$ cat config.mk
export PLATFORM = sky130hd
export DESIGN_NAME = iir_biquad_tdm
export DESIGN_NICKNAME = d
export VERILOG_FILES = /design/src/rtl/iir_biquad_tdm.sv
export SDC_FILE = /design/constraint.sdc
export NUM_CORES = 2
export LEC_CHECK = 0
export ABC_AREA = 0
export CELL_PAD_IN_SITES_DETAIL_PLACEMENT = 0
export CELL_PAD_IN_SITES_GLOBAL_PLACEMENT = 1
export CORE_MARGIN = 2
export CORE_UTILIZATION = 32
export CTS_BUF_LIST = sky130_fd_sc_hd__clkbuf_4 sky130_fd_sc_hd__clkbuf_8
export CTS_CLUSTER_DIAMETER = 200
export DETAILED_ROUTE_END_ITERATION = 10
export PLACE_DENSITY = 0.53
export SYNTH_ARGS = -nofsm -noshare
export SYNTH_HDL_FRONTEND = slang
export SYNTH_SLANG_ARGS = --single-unit
export TNS_END_PERCENT = 5
$ cat constraint.sdc
create_clock -name clk -period 14.2 [get_ports clk]
set_input_delay 2.84 -clock clk [delete_from_list [all_inputs] [get_ports clk]]
set_output_delay 2.84 -clock clk [all_outputs]
set_load 0.02 [all_outputs]
$ cat src/rtl/iir_biquad_tdm.sv
// Direct-form-I biquad shared across CH channels. A single signed multiplier
// is stepped through the five taps of one sample. The coefficients are
// programmable at run time and common to all channels. Each channel keeps its
// own two-deep input and output history.
module iir_biquad_tdm #(
  parameter int DW   = 16,
  parameter int CW   = 16,
  parameter int FRAC = 14,
  parameter int CH   = 4,
  parameter int CHW  = 2
) (
  input  logic                  clk,
  input  logic                  reset,
  input  logic                  in_valid,
  output logic                  in_ready,
  input  logic signed [DW-1:0]  in_data,
  input  logic [CHW-1:0]        in_chan,
  input  logic                  coef_we,
  input  logic [2:0]            coef_addr,
  input  logic signed [CW-1:0]  coef_data,
  output logic                  coef_err,
  input  logic                  clr_hist,
  output logic                  out_valid,
  output logic signed [DW-1:0]  out_data,
  output logic [CHW-1:0]        out_chan,
  output logic                  sat_flag
);

  localparam int PW   = DW + CW;
  localparam int ACCW = DW + CW + 3;
  localparam logic signed [ACCW-1:0] RND_C = {{(ACCW-1){1'b0}}, 1'b1} << (FRAC-1);
  localparam logic signed [ACCW-1:0] MAX_C = {{(ACCW-DW+1){1'b0}}, {(DW-1){1'b1}}};
  localparam logic signed [ACCW-1:0] MIN_C = {{(ACCW-DW+1){1'b1}}, {(DW-1){1'b0}}};
  localparam logic signed [CW-1:0]   ONE_C = {{(CW-1){1'b0}}, 1'b1} << FRAC;

  typedef enum logic [1:0] {S_IDLE = 2'd0, S_MAC = 2'd1, S_OUT = 2'd2} state_t;

  state_t                 state_q;
  logic [2:0]             k_q;
  logic                   rdy_q;
  logic signed [DW-1:0]   x_q;
  logic [CHW-1:0]         chan_q;
  logic signed [ACCW-1:0] acc_q;
  logic signed [CW-1:0]   b0_q, b1_q, b2_q, a1_q, a2_q;
  logic signed [DW-1:0]   x1_q [CH];
  logic signed [DW-1:0]   x2_q [CH];
  logic signed [DW-1:0]   y1_q [CH];
  logic signed [DW-1:0]   y2_q [CH];
  logic                   out_valid_q, sat_q, coef_err_q;
  logic signed [DW-1:0]   out_data_q;
  logic [CHW-1:0]         out_chan_q;

  logic                   accept_s, idle_s, coef_ok_s, coef_wr_s, coef_drop_s, clr_s;
  logic signed [CW-1:0]   coef_sel_s;
  logic signed [DW-1:0]   samp_sel_s;
  logic                   sub_s;
  logic signed [PW-1:0]   prod_s;
  logic signed [ACCW-1:0] prod_ext_s, acc_d, rnd_s, shr_s;
  logic signed [DW-1:0]   y_d;
  logic                   sat_d;

  // A pending history clear takes priority over a new sample, so ready drops.
  assign in_ready    = rdy_q & ~clr_hist;
  assign accept_s    = in_valid & in_ready;
  assign idle_s      = (state_q == S_IDLE);
  assign coef_ok_s   = coef_we & (coef_addr < 3'd5);
  assign coef_wr_s   = coef_ok_s & idle_s & ~accept_s;
  assign coef_drop_s = coef_ok_s & ~coef_wr_s;
  assign clr_s       = clr_hist & idle_s & ~accept_s;

  assign out_valid = out_valid_q;
  assign out_data  = out_data_q;
  assign out_chan  = out_chan_q;
  assign sat_flag  = sat_q;
  assign coef_err  = coef_err_q;

  // Select the coefficient/sample pair for tap k; feedback taps are subtracted.
  always_comb begin
    coef_sel_s = b0_q;
    samp_sel_s = x_q;
    sub_s      = 1'b0;
    case (k_q)
      3'd0: begin coef_sel_s = b0_q; samp_sel_s = x_q;          sub_s = 1'b0; end
      3'd1: begin coef_sel_s = b1_q; samp_sel_s = x1_q[chan_q]; sub_s = 1'b0; end
      3'd2: begin coef_sel_s = b2_q; samp_sel_s = x2_q[chan_q]; sub_s = 1'b0; end
      3'd3: begin coef_sel_s = a1_q; samp_sel_s = y1_q[chan_q]; sub_s = 1'b1; end
      3'd4: begin coef_sel_s = a2_q; samp_sel_s = y2_q[chan_q]; sub_s = 1'b1; end
      default: begin coef_sel_s = {CW{1'b0}}; samp_sel_s = {DW{1'b0}}; sub_s = 1'b0; end
    endcase
  end

  assign prod_s     = coef_sel_s * samp_sel_s;
  assign prod_ext_s = {{(ACCW-PW){prod_s[PW-1]}}, prod_s};
  assign acc_d      = sub_s ? (acc_q - prod_ext_s) : (acc_q + prod_ext_s);
  assign rnd_s      = acc_q + RND_C;
  assign shr_s      = rnd_s >>> FRAC;

  // Clamp the rounded accumulator to the output range and flag any clamping.
  always_comb begin
    y_d   = shr_s[DW-1:0];
    sat_d = 1'b0;
    if (shr_s > MAX_C) begin
      y_d   = MAX_C[DW-1:0];
      sat_d = 1'b1;
    end else if (shr_s < MIN_C) begin
      y_d   = MIN_C[DW-1:0];
      sat_d = 1'b1;
    end else begin
      y_d   = shr_s[DW-1:0];
      sat_d = 1'b0;
    end
  end

  // Sequencer: accept in IDLE, five MAC taps, then emit and update history.
  always_ff @(posedge clk or negedge reset) begin
    if (!reset) begin
      state_q     <= S_IDLE;
      k_q         <= 3'd0;
      rdy_q       <= 1'b0;
      x_q         <= {DW{1'b0}};
      chan_q      <= {CHW{1'b0}};
      acc_q       <= {ACCW{1'b0}};
      b0_q        <= ONE_C;
      b1_q        <= {CW{1'b0}};
      b2_q        <= {CW{1'b0}};
      a1_q        <= {CW{1'b0}};
      a2_q        <= {CW{1'b0}};
      out_valid_q <= 1'b0;
      out_data_q  <= {DW{1'b0}};
      out_chan_q  <= {CHW{1'b0}};
      sat_q       <= 1'b0;
      coef_err_q  <= 1'b0;
      for (int i = 0; i < CH; i++) begin
        x1_q[i] <= {DW{1'b0}};
        x2_q[i] <= {DW{1'b0}};
        y1_q[i] <= {DW{1'b0}};
        y2_q[i] <= {DW{1'b0}};
      end
    end else begin
      coef_err_q  <= coef_drop_s;
      out_valid_q <= 1'b0;
      if (coef_wr_s) begin
        case (coef_addr)
          3'd0: b0_q <= coef_data;
          3'd1: b1_q <= coef_data;
          3'd2: b2_q <= coef_data;
          3'd3: a1_q <= coef_data;
          3'd4: a2_q <= coef_data;
          default: ;
        endcase
      end
      case (state_q)
        S_IDLE: begin
          rdy_q <= 1'b1;
          if (accept_s) begin
            x_q     <= in_data;
            chan_q  <= in_chan;
            acc_q   <= {ACCW{1'b0}};
            k_q     <= 3'd0;
            rdy_q   <= 1'b0;
            state_q <= S_MAC;
          end else if (clr_s) begin
            for (int i = 0; i < CH; i++) begin
              x1_q[i] <= {DW{1'b0}};
              x2_q[i] <= {DW{1'b0}};
              y1_q[i] <= {DW{1'b0}};
              y2_q[i] <= {DW{1'b0}};
            end
          end
        end
        S_MAC: begin
          acc_q <= acc_d;
          k_q   <= k_q + 3'd1;
          if (k_q == 3'd4) begin
            state_q <= S_OUT;
          end
        end
        S_OUT: begin
          out_valid_q    <= 1'b1;
          out_data_q     <= y_d;
          out_chan_q     <= chan_q;
          sat_q          <= sat_d;
          x2_q[chan_q]   <= x1_q[chan_q];
          x1_q[chan_q]   <= x_q;
          y2_q[chan_q]   <= y1_q[chan_q];
          y1_q[chan_q]   <= y_d;
          rdy_q          <= 1'b1;
          state_q        <= S_IDLE;
        end
        default: begin
          rdy_q   <= 1'b0;
          state_q <= S_IDLE;
        end
      endcase
    end
  end

endmodule
Word level (Yosys, flattened, before mapping)
Index checks and enable logic that the tools add are counted.
Widths: inputs -> output; s select.
{"block": "totals", "reg_bits": 416, "inputBits": 42, "output_inout_bits": 22, "wordCells": 126}
{"block": "op_classes", "n_addsub": 4, "mul": 1, "order_cmp": 5, "n_eq_ne": 14, "n_mux": 42, "bitwise": 12, "reduce_logical": 16}
{"operator": "$pmux 64 s2", "count": 4}
{"operator": "$bwmux 64", "count": 4}
{"operator": "$mux 16", "count": 11}
{"operator": "$pmux 16 s5", "count": 2}
{"operator": "$bmux 16 s2", "count": 4}
{"operator": "$mux 64", "count": 2}
{"operator": "$mux 35", "count": 2}
{"operator": "$pmux 35 s2", "count": 1}
{"operator": "$add 35x15->35 const B", "count": 1}
{"operator": "$add 35x32->35", "count": 1}
{"operator": "$sub 35x32->35", "count": 1}
{"operator": "$demux 16 s2", "count": 1}
{"operator": "$mul 16x16->32", "count": 1}
{"operator": "$gt 21x16->1 const B", "count": 1}
{"operator": "$lt 21x16->1 const B", "count": 1}
{"operator": "$reduce_and 2->1", "count": 8}
{"operator": "$eq 3x2->1 const B", "count": 4}
{"operator": "$and 1x1->1", "count": 8}
{"operator": "$eq 3x1->1 const B", "count": 2}
{"operator": "$eq 3x3->1 const B", "count": 2}
{"operator": "$logic_not 3->1", "count": 2}
{"operator": "$ne 2x2->1 const B", "count": 3}
{"operator": "$pmux 3 s2", "count": 1}
{"operator": "$mux 1", "count": 5}
{"operator": "18 further kinds", "count": 22}

Depth between registers and ports, before layout
{"block": "depth", "word_depth": 9, "mapped_depth": 49, "mapped_depth_nobuf": 42}

Least setup slack after synthesis
Ideal clock, no wire load.
{"block": "synth_timing", "path_type": "flip-flop to flip-flop", "start": "register chan_q[0]", "end": "register acc_q[33]", "setup_ps": 142, "arrival_time_ps": 11151, "t_required_ps": 14058, "slack_ps": 2907, "stages_incl_launch_ff": 43, "path_buffers": 4, "synth_period_minus_slack_ps": 11293, "path_cell_list": "dfrtp_1 buf_6 buf_1 clkbuf_1 mux4_2 a222oi_1 inv_1 a221oi_1 clkbuf_1 nor2_1 fa_1 inv_1 fa_1 fa_1 inv_1 fa_1 fa_1 inv_1 (+7 left out) or3_1 a2111oi_1 and3_1 a21oi_1 xor2_1 ha_1 a21o_1 a21oi_1 o21bai_1 a21o_1 a221o_1 a21oi_1 o21bai_1 a41o_1 a211oi_1 o21bai_1 mux2i_1 o221ai_1"}
{"block": "synth_via", "elab_chain_len": 9, "elab_cells_between_ends": 19, "cone_classes": "add/sub: 2; mul: 1; mux: 15; bitwise: 1"}
{"item": "start, declared", "line": "42", "text": "logic [CHW-1:0] chan_q;"}
{"item": "start signal, assigned", "line": "121", "text": "chan_q <= {CHW{1'b0}};"}
{"item": "start signal, assigned", "line": "157", "text": "chan_q <= in_chan;"}
{"item": "$not 2->3 (not written as such) (*)"}
{"item": "$bmux 16 s2, on equally long branches"}
{"item": "$mux 16, on equally long branches (2 in a row)"}
{"item": "$pmux 16 s5 (*)", "line": "82", "text": "case (k_q)"}
{"item": "$mul 16x16->32 (*)", "line": "92", "text": "assign prod_s = coef_sel_s * samp_sel_s;"}
{"item": "$add 35x32->35 / $sub 35x32->35 (equally long branches)", "line": "94", "text": "assign acc_d = sub_s ? (acc_q - prod_ext_s) : (acc_q + prod_ext_s);"}
{"item": "$mux 35 (*)", "line": "94"}
{"item": "$pmux 35 s2 (*)", "line": "152", "text": "case (state_q)"}
{"item": "end signal, assigned", "line": "122", "text": "acc_q <= {ACCW{1'b0}};"}
{"item": "end signal, assigned", "line": "158", "text": "acc_q <= {ACCW{1'b0}};"}
{"item": "end, declared", "line": "43", "text": "logic signed [ACCW-1:0] acc_q;"}
Mark *: on every way between the ends. The rest lies on a longest branch, timed or not. The select of a mux whose other input is x is not followed.
A chain may end at the register's enable or synchronous reset.

Final worst setup path
{"block": "layout_timing", "start": "register chan_q[0]", "end": "register acc_q[34]"}
Same word-level chain as after synthesis.

==> summary.md <==
| Metric | Value |
|---|---|
| Setup CP Type | `flip-flop to flip-flop` |
| Initial drt markers | `about 1.5k` |
| GRT Residual Overflow | `0` |
| Yosys warning count | `0` |
| Largest net degree at the start of global routing | `around 170` |
| Maxcap violations | `0` |
| Avg Cell Area, Syn | `10.3 sq um` |
| GR Util met2 | `0.299` |
| CTS sink cnt | `416` |
| Met3 usage | `0.0376` |
| Distinct cells, synth | `76` |
| Final ANT Viol Nets | `0` |
| Final Net Count | `roughly 3.4k` |
| Endpoints failing hold | `0` |
| Antenna violations before repair | `0` |
| Worst-Margin Slew | `roughly 1.3 ns` |
| Tmin final | `between 10 and 15 ns` |
| Routed WL per cell | `~22 um` |
| Critical path's largest stage delay | `slightly above 0.8 ns` |
| Wirelength, routed | `between 90000 and 100000 um` |
| Setup_tns | `0 ns` |
| Worst-path clk slew | `roughly 0.060 ns` |
| RR Startpoint | `chan_q[0]` |
| Non-Filler Instances | `4292` |
| Setup violators final | `0` |
| Antenna cells | `0` |
| Die height | `313 um` |
| Starting density of the core | `0.322` |
| Worst R2R Setup Slack | `2.23 ns` |
| Core ar. | `94700 sq um` |
| Synth Register Bits | `~420` |
| R2R Path End | `acc_q[34]` |
| Post-route design area | `between 30000 and 40000 sq um` |
| Die width | `between 300 and 400 um` |
| Syn Inst Count | `slightly below 3k` |
| Setup Skew | `0.0531 ns` |
| RSZ-0062 raised after global routing | `no` |
| Worst-Skew Late Latency | `a little under 0.7 ns` |
| H-tree depth | `3` |
| Placed cell area | `32500 sq um` |
| I/O Pins | `64` |
| Total GRT Usage | `0.196` |
| Max Slew Vio Count | `0` |
| Post-synthesis sequential area ratio | `0.341` |
| Period utilisation layout | `0.843` |
| Share of layout cells above drive strength 1 | `0.128` |
| Post-CTS Setup Inserts | `0` |
| Vias per cell | `~5.2` |
| Clock Root Buffer | `clkbuf_8` |
| Die area | `just under 100000 sq um` |
| Worst-case clock buffer depth | `3` |
| Most frequent cells in the layout | `413 x dfrtp_1, 346 x nand2_1, 343 x inv_1` |
| Syn Nets | `between 3k and 4k` |
| Worst Path Required | `around 15 ns` |
| Placed Cells | `4157` |
| Status | `finished clean` |
| DR pass1 iterations | `8` |
| Num CTS Buffers | `between 70 and 80` |
| Hpwl dp | `between 60000 and 70000 um` |
| GR met1 Demand/Resource | `0.284` |
| Hold EP | `out_data[10]` |
| HP Class | `flip-flop to flip-flop` |
| Family with the most delay on the worst path | `adder cells` |
| Area grow syn2layout | `12.1%` |
| Slowest-stage cell, CP | `dfrtp_4` |
| GR peak layer | `met2` |
| Global-route wire length before repair | `around 150000 um` |
| Post-synth EDFFs | `0` |
| Fmax | `~0.084 GHz` |
| Finished Core Util | `0.361` |
| Most common flop cell mapped by yosys | `dfrtp_1` |
| Kind of end point of the critical path | `flip-flop` |
| PostCTS Resize Cnt | `0` |
| Asr flop ratio synth | `1.00` |
| Crit path buffers/inverters | `6` |
| Crit-path most repeated cell | `fa_1` |
| Slew HR | `0.136` |
| Crit Path Max Fanout | `27` |
| Via Count | `22.4k` |
| Gp weighted congestion | `roughly 0.85` |
| Crit path DAT | `12.59 ns` |
| Synth Cell Area | `~30000 sq um` |
| Hold_sp | `out_data[10]` |
| DRC | `0` |
| Port Buf Inserts | `63` |
| Hold path depth | `1` |
| Hold Buf Count CTS | `0` |
| Startpoint types | `flip-flop` |
| CTS tree | `yes` |
| Number of global-route vias before repair | `24.2k` |
| Most common cell after layout, fill and taps aside | `dfrtp_1` |
| R2R depth | `38` |
| Std cell rows | `~110` |
[cell usage after synthesis, types with 5 or more instances]
cell,number,area (sq um)
dfrtp_1,415,10400
nand2_1,347,1300
inv_1,343,1290
fa_1,264,5290
nor2_1,213,800
a22o_1,194,1700
clkbuf_1,146,548
ha_1,122,1530
mux2_2,100,1130
o21ai_0,98,490
a21oi_1,68,340
nand3_1,67,335
mux4_2,64,1440
xnor2_1,53,464
xor2_1,49,429
a21o_1,36,270
a222oi_1,31,310
o21a_1,30,225
a22oi_1,24,180
nor3_1,23,115
o22ai_1,23,144
buf_1,18,67.6
nand2b_1,16,100
and3_1,15,93.8
o211ai_1,14,105
o21ai_1,14,70.1
a211oi_1,13,97.6
nor2b_1,13,81.3
o21bai_1,12,90.1
a221oi_1,10,87.6
and2_1,9,56.3
nand4_1,9,56.3
a31oi_1,8,50.1
or2_2,7,43.8
o31ai_1,6,45.0
a211o_1,5,43.8
a21boi_0,5,37.5
or3_1,5,31.3
[cell families after synthesis]
family,share of synthesized area
AND/OR/NAND/NOR,0.105
buffers and inverters,0.0630
XOR/XNOR,0.0293
AO/OA/AOI/OAI,0.152
adder cells (fa/ha/maj),0.223
flip-flops,0.341
multiplexers,0.0855
[state kept, by name, summed over array words and instances (netlist names), 3 cells and up]
signal,flops
x1_q,64
x2_q,64
y1_q,64
y2_q,64
acc_q,35
a1_q,16
a2_q,16
b0_q,16
b1_q,16
b2_q,16
out_data,16
x_q,16
k_q,3
[through the flow]
stage / setup WS, ns / hold WS (ns)
2_1_floorplan: 2.91 / 0.444
3_3_place_gp: 2.20 / 0.461
3_5_place_dp: 2.09 / 0.469
4_1_cts: 2.06 / 0.486
5_1_grt: 1.26 / 0.509
6_report: 2.23 / 0.481
[worst register-to-register path: cells and delay by family, from the launching register on]
kind,cells,cell delay (ns)
XOR/XNOR,3,0.49
buffers and inverters,6,1.12
flip-flops,1,0.81
adder cells (fa/ha/maj),8,3.62
multiplexers,1,0.74
AND/OR/NAND/NOR,7,1.82
AO/OA/AOI/OAI,13,3.31
[layout make-up]
type / instances / area [sq um]
tap: 1265 / 1580
clock buffer: 119 / 1490
multi-input combinational: 2028 / 18300
clock inverter: 15 / 159
timing repair buffer: 106 / 971
fill: 9589 / 60500
sequential: 416 / 10400
inverter: 343 / 1290
[how the worst max path moves through the flow]
stage               from  depth (start not counted)  slack (ns)        end
5_1_grt        chan_q[0]                         40        1.26  acc_q[33]
6_report       chan_q[0]                         38        2.23  acc_q[34]
3_3_place_gp      k_q[0]                         40        2.20  acc_q[34]
2_1_floorplan  chan_q[0]                         42        2.91  acc_q[33]
4_1_cts           k_q[0]                         40        2.06  acc_q[34]
3_5_place_dp      k_q[0]                         40        2.09  acc_q[34]
[per-layer routing]
layer,wire length (um),up-vias
met5,0,-
met4,2260,0
met3,5160,106
met2,42200,609
met1,44300,11600
li1,-,10200
Power is not shown: default switching activity piles up to over one toggle a cycle in this logic, so the estimate is an artifact.
